### config.mk
export PLATFORM = sky130hd
export DESIGN_NAME = frame_move_scheduler
export DESIGN_NICKNAME = d
export VERILOG_FILES = /design/src/rtl/frame_move_scheduler.sv
export SDC_FILE = /design/constraint.sdc
export NUM_CORES = 1
export LEC_CHECK = 0
export ABC_AREA = 1
export CORE_UTILIZATION = 55
export CTS_BUF_LIST = sky130_fd_sc_hd__clkbuf_8 sky130_fd_sc_hd__clkbuf_16
export CTS_CLUSTER_SIZE = 40
export DETAILED_ROUTE_END_ITERATION = 10
export GPL_ROUTABILITY_DRIVEN = 1
export HOLD_SLACK_MARGIN = 0.05
export PLACE_DENSITY_LB_ADDON = 0.2
export SYNTH_ARGS = -nofsm -noshare
export SYNTH_HDL_FRONTEND = slang
export SYNTH_SLANG_ARGS = --single-unit
### constraint.sdc
create_clock -name i_clk -period 3.5 [get_ports i_clk]
set_input_delay 0.7 -clock i_clk [delete_from_list [all_inputs] [get_ports i_clk]]
set_output_delay 0.7 -clock i_clk [all_outputs]
set_load 0.01 [all_outputs]
### src/rtl/frame_move_scheduler.sv
// Two-requester move-command FIFO that hands one command per video frame to the
// object-location block on the vsync falling edge. Optional macro: HOLD_LAST_EN.
module frame_move_scheduler #(
  parameter int               CMD_W   = 3,
  parameter int               DEPTH   = 4,
  parameter logic [CMD_W-1:0] NOP_CMD = '0
) (
  input  logic                     i_clk,
  input  logic                     i_reset,
  input  logic                     i_vsync,
  input  logic                     i_req0_valid,
  input  logic [CMD_W-1:0]         i_req0_cmd,
  output logic                     o_req0_ready,
  input  logic                     i_req1_valid,
  input  logic [CMD_W-1:0]         i_req1_cmd,
  output logic                     o_req1_ready,
  output logic [CMD_W-1:0]         o_cmd_out,
  output logic                     o_cmd_strobe,
  output logic [$clog2(DEPTH):0]   o_fifo_count
);
  localparam int AW = $clog2(DEPTH);
  localparam int CW = AW + 1;

  typedef enum logic {IDLE, ACTIVE} state_t;

  typedef struct packed {
    logic             vld;
    logic [CMD_W-1:0] cmd;
  } req_t;

  state_t           r_state;
  logic             r_vsync_q;
  logic             r_rr;
  logic [AW-1:0]    r_wr;
  logic [AW-1:0]    r_rd;
  logic [CW-1:0]    r_count;
  logic [CMD_W-1:0] r_mem [DEPTH];
  logic [CMD_W-1:0] r_cmd_out;
  logic             r_strobe;

  req_t             w_req0, w_req1;
  logic             w_tick, w_full, w_gnt0, w_gnt1, w_rdy0, w_rdy1;
  logic             w_accept, w_push, w_pop;
  logic [CMD_W-1:0] w_acc_cmd;

  assign w_req0 = '{vld: i_req0_valid, cmd: i_req0_cmd};
  assign w_req1 = '{vld: i_req1_valid, cmd: i_req1_cmd};

  assign w_tick = r_vsync_q & ~i_vsync;
  assign w_full = (r_count == CW'(DEPTH));

  // Lone requester always wins; contention is settled by the round-robin bit.
  assign w_gnt0 = w_req0.vld & (~w_req1.vld | ~r_rr);
  assign w_gnt1 = w_req1.vld & (~w_req0.vld |  r_rr);
  assign w_rdy0 = w_gnt0 & ~w_full & ~i_reset;
  assign w_rdy1 = w_gnt1 & ~w_full & ~i_reset;

  assign w_accept  = w_rdy0 | w_rdy1;
  assign w_acc_cmd = w_rdy0 ? w_req0.cmd : w_req1.cmd;
  assign w_push    = w_accept & (w_acc_cmd != NOP_CMD);
  assign w_pop     = w_tick & (r_count != '0);

  assign o_req0_ready = w_rdy0;
  assign o_req1_ready = w_rdy1;
  assign o_cmd_out    = r_cmd_out;
  assign o_cmd_strobe = r_strobe;
  assign o_fifo_count = r_count;

  always_ff @(posedge i_clk) begin
    if (w_push) r_mem[r_wr] <= w_acc_cmd;
  end

  always_ff @(posedge i_clk or posedge i_reset) begin
    if (i_reset) begin
      r_vsync_q <= 1'b1;
      r_rr      <= 1'b0;
      r_wr      <= '0;
      r_rd      <= '0;
      r_count   <= '0;
    end else begin
      r_vsync_q <= i_vsync;
      if (w_accept) r_rr <= ~r_rr;
      if (w_push)   r_wr <= r_wr + AW'(1);
      if (w_pop)    r_rd <= r_rd + AW'(1);
      case ({w_push, w_pop})
        2'b10:   r_count <= r_count + CW'(1);
        2'b01:   r_count <= r_count - CW'(1);
        default: r_count <= r_count;
      endcase
    end
  end

  always_ff @(posedge i_clk or posedge i_reset) begin
    if (i_reset) begin
      r_state   <= IDLE;
      r_cmd_out <= NOP_CMD;
      r_strobe  <= 1'b0;
    end else begin
      r_strobe <= 1'b0;
      case (r_state)
        IDLE: begin
          r_cmd_out <= NOP_CMD;
          if (w_pop) begin
            r_cmd_out <= r_mem[r_rd];
            r_strobe  <= 1'b1;
            r_state   <= ACTIVE;
          end
        end
        ACTIVE: begin
          if (w_pop) begin
            r_cmd_out <= r_mem[r_rd];
            r_strobe  <= 1'b1;
          end else if (w_tick) begin
`ifdef HOLD_LAST_EN
            r_cmd_out <= r_cmd_out;
`else
            r_cmd_out <= NOP_CMD;
            r_state   <= IDLE;
`endif
          end
        end
        default: r_state <= IDLE;
      endcase
    end
  end
endmodule

# Word-level counts from Yosys, hierarchy flattened
# Memory sizes are Yosys's and may differ from the RTL's.
# Cells that the tools add are included.
# word_totals
reg_bits	14
ramBits	12
input_bits	11
out_inout_bits	9
elab_cells	51
memories	1
# mem_list
name	words	width	read_ports	rd_clocked_by_memory_dff	wr	line_no	source
r_mem	4	3	1	0	1	37	logic [CMD_W-1:0] r_mem [DEPTH];
# op_classes
n_addsub	4
n_eq_ne	4
muxes	12
n_bitwise	19
reduce_logical	3
# op_table
operator	n
two-way mux 3 bit	4
case mux 3 bit (2 select lines)	2
AND 1 bit	9
inverter 1 bit	7
nonzero test 3 bit	2
two-way mux 1 bit	5
adder 2 x 1 -> 2 bit, second input constant	2
adder 3 x 1 -> 3 bit, second input constant	1
equality test 3 bit, second input constant	1
!= test 3 x 1 -> 1 bit, second input constant	1
OR 1 bit	3
subtractor 3 x 1 -> 3 bit, second input constant	1
equality test 2 x 1 -> 1 bit, second input constant	1
equality test 2 bit, second input constant	1
case mux 1 bit (2 select lines)	1
nonzero test 2 bit	1

# Depth between registers and ports, before layout
# depth
depth_word	10
depth_mapped	14
depth_no_buf	14

# Least setup slack after synthesis
# Ideal clock, no wire load.
# synth_path
path_type	input to register
start	input i_reset
end	register r_count[2] (netlist: o_fifo_count[2])
setup_ps	131
arrival_time_ps	2389
required_ps	3369
slack_ps	980
stages	14
path_buffers	0
cell_sequence	clkinv_2 nand2_2 nor2_4 nand2_2 nand2_1 nand2_2 nand3_4 nand2_4 ha_1 inv_1 fa_1 a21oi_1 o21ai_0 xor2_1
# synth_via
elab_chain_cells	7
elab_cells_between_ends	11
cone_classes	eq/ne: 2; mux: 2; bitwise: 5; reduce/logical: 2
# synth_rtl
element	line_no	source
from (decl)	9	input logic i_reset,
inverter 1 bit (*)	55, 56	
AND 1 bit	55	assign w_rdy0 = w_gnt0 & ~w_full & ~i_reset;
two-way mux 3 bit	59	assign w_acc_cmd = w_rdy0 ? w_req0.cmd : w_req1.cmd;
nonzero test 3 bit	60	assign w_push = w_accept & (w_acc_cmd != NOP_CMD);
AND 1 bit (*)	60	
equality test 2 x 1 -> 1 bit / equality test 2 bit (equally long branches)	85	case ({w_push, w_pop})
case mux 3 bit (2 select lines) / nonzero test 2 bit (equally long branches)	-	
to (signal assigned)	86	2'b10: r_count <= r_count + CW'(1);
to (signal assigned)	87	2'b01: r_count <= r_count - CW'(1);
to (signal assigned)	88	default: r_count <= r_count;
to (decl)	36	logic [CW-1:0] r_count;
# Mark *: on every way between the ends. The rest lies on a longest branch, timed or not.
# A chain may end at the register's enable or synchronous reset.

# Final worst setup path
# layout_path
start	input i_reset
end	output o_req0_ready
# layout_via
elab_chain_cells	2
# layout_rtl
element	line_no	source
inverter 1 bit	55	
AND 1 bit	55	
to (decl)	13	output logic o_req0_ready,
# No other way between the ends.

==> reports/metrics.yaml <==
status: "completed"
finalPower_mw: 1.17
ys_warn_count: 0
syn_nets: 142
wl_per_cell_um: 12.6
netlist_area_um2: 1280
clkLatencyLatePin_ns: 0.26
path_clk_slew_ns: 0.09
hold_path_class: "flop to flop"
crit_chain: "clkdlybuf4s50_1 -> clkinv_2 -> nand2_2 -> nor2_4 -> nand2_2 -> inv_1 -> clkdlybuf4s50_1"
die_area_um2: 2520
num_antenna_cells: 0
cts_buffer_depth: 2
synth_area_per_cell_um2: 10.2
grtUsageTotal: 0.208
fin_nets: 166
gr-total-overflow: 0
antenna_found_initial: 0
power.switching_mw: 0.411
tightest_slew_ns: 0.453
synth_cells: 125
core_region_area_um2: 2210
clock_skew_ns: 0.00715
grt_first_pass_wirelength_mm: 3.82
place_congestion: 0.792
final_util: 0.714
clock.fmax_ghz: 0.357
drive_gt1_frac: 0.135
maxSlewViolCount: 0
cts-resized-gates: 0
cp_slowest_cell: "clkdlybuf4s50_1"
p_sw_frac: 0.350
required_ns: 2.80
drtAntennaViolNets: 0
vias: 879
drt-pass1-iter-count: 4
fp.dieH_um: 50.2
cap_viol_max_count: 0
clock_sinks: 26
rsz0062_at_grt: "no"
drt_iter0_drc: 8
wirelength_mm: 2.22
syn_to_final_growth_pct: 23.4
root_buffer: "clkbuf_8"
power_density_nw_per_um2: 743
cp-end-kind: "primary output"
cts_tree: "yes"
hold_viol_final: 0
period_minus_slack_ns: 2.80
finalSetupViolCount: 0
cts_max_level: 1
p_int_mw: 0.763
grt_pass1_vias: 922
ys_seq_elements: 26
cp_slowest_stage_delay_ns: 0.52
cts-buffers-inserted: 3
min_period_over_period: 0.801
ios: 20
post-cts-setup-buffers: 0
drc_errors: 0
place_hpwl_mm: 1.77
start_util: 0.579
cp.arrival_ns: 2.10
port_buffers: 19
cp_max_fo: 5
clock_power_share: 0.206
startpoint_type: "input pin"
max_slew_margin: 0.697
cellLeakagePower_nw: 0.726
yosysSeqAreaShare: 0.556
cts_hold_repair.buffers: 0
finalSetupTns_ns: 0
fp-row-count: 17
seqPwrFrac: 0.417
pwr-share-comb: 0.378
routed_via_density: 4.99
max-vdd-ir-drop_mv: 0.465
yosysUniqueCellTypes: 25
critPathKind: "input pin to primary output"
die_w_um: 50.2
grt_max_degree: 16
[cells by family after synthesis]
family	after synthesis	synth area share
flops	26	0.556
buf+inv	27	0.0811
xor+xnor	5	0.0342
compound gates	14	0.0743
simple gates	47	0.190
fa+ha+maj	6	0.0645
[worst max-delay path, delay by kind of cell]
| family | cells | cell delay (ns) |
|---|---|---|
| AND/OR/NAND/NOR | 3 | 0.30 |
| buffers and inverters | 4 | 1.10 |
[routing by layer]
layer  up-vias  wire length [um]  GRT usage  share of wire
met5         -                 0          0              0
met4         0                16     0.0571         0.0072
met3         2                72     0.0455          0.032
met2        20              1160      0.404           0.52
met1       416               969      0.221           0.44
li1        441                 -          -              -
[registers in the layout, summed over array words and instances, names as in the netlist, named ones only]
signal        count
r_mem            12
o_cmd_out         3
o_fifo_count      3
r_rd              2
r_wr              2
o_cmd_strobe      1
r_rr              1
r_vsync_q         1
[path summary, 6_finish.rpt]
check | start | end | slack (ns) | cells after the start
max in group asynchronous | i_reset | r_vsync_q | 2.46 | 3
hold reg to reg | r_rr | r_rr | 0.50 | 1
min in group asynchronous | i_reset | r_wr[1] | 0.61 | 2
setup / recovery | i_reset | o_req0_ready | 0.70 | 7
setup reg to reg | r_vsync_q | o_fifo_count[2] | 1.23 | 8
hold / removal | r_rr | r_rr | 0.50 | 1
[area by class of cell]
cell class	count	area, um^2
Clock buffer	3	41.3
Multi-Input combinational cell	72	464
Sequential cell	26	712
Fill cell	164	633
Clock inverter	1	30.0
Inverter	26	98.8
Tap cell	28	35.0
Timing Repair Buffer	20	198
[metrics by stage]
| step | hold slack [ns] | std cells | area [um^2] | worst slack [ns] |
|---|---|---|---|---|
| 6_report | 0.502 | 176 | 1580 | 0.697 |
| 4_1_cts | 0.504 | 176 | 1580 | 0.689 |
| 3_5_place_dp | 0.490 | 172 | 1510 | 0.475 |
| 3_3_place_gp | 0.477 | 172 | 1510 | 0.542 |
| 5_1_grt | 0.517 | 176 | 1580 | 0.608 |
| 2_1_floorplan | 0.463 | 125 | 1280 | 0.980 |
[cell usage in the layout, fill, tap and decap left out]
| cell | instances |
|---|---|
| xor2_1 | 4 |
| a21oi_1 | 1 |
| nand2_4 | 1 |
| ha_1 | 5 |
| nand3b_1 | 1 |
| nand2_2 | 5 |
| buf_4 | 1 |
| nand4_1 | 1 |
| nand3_4 | 2 |
| edfxtp_1 | 12 |
| xnor2_1 | 1 |
| nand2_1 | 25 |
| clkdlybuf4s50_1 | 19 |
| inv_1 | 22 |
| dfstp_2 | 1 |
| clkbuf_8 | 3 |
| a21o_1 | 1 |
| a32o_1 | 3 |
| nor2_4 | 1 |
| nand3_1 | 4 |
| o21ai_0 | 8 |
| fa_1 | 1 |
| bufinv_16 | 1 |
| nor2_1 | 7 |
| a31oi_2 | 1 |
| dfrtp_1 | 13 |
| clkinv_2 | 1 |
| inv_2 | 3 |
[cell usage after synthesis]
cell type  instances  area, um^2
nand2_2            5        31.3
buf_2              1        5.00
edfxtp_1          12         360
nand2_4            1        11.3
dfrtp_1           13         325
nand3_4            2        35.0
nand3b_1           1        7.51
o21ai_0            8        40.0
a21oi_1            1        5.00
ha_1               5        62.6
nor2_1             7        26.3
xnor2_1            1        8.76
a32o_1             3        30.0
xor2_1             4        35.0
inv_2              3        11.3
a31oi_2            1        12.5
clkinv_2           1        5.00
dfstp_2            1        26.3
nor2_4             1        11.3
nand3_1            4        20.0
a21o_1             1        7.51
nand2_1           25        93.8
nand4_1            1        6.26
fa_1               1        20.0
inv_1             22        82.6
[power by group through the flow]
stage / logic (mW) / clock network [mW] / registers (mW)
after floorplan: 0.290 / 0 / 0.486
after CTS: 0.450 / 0.247 / 0.489
after global placement: 0.421 / 0 / 0.489
after detailed placement: 0.447 / 0 / 0.494
final: 0.443 / 0.242 / 0.489
after global routing: 0.500 / 0.261 / 0.500
(Power assumes the default switching activity.)
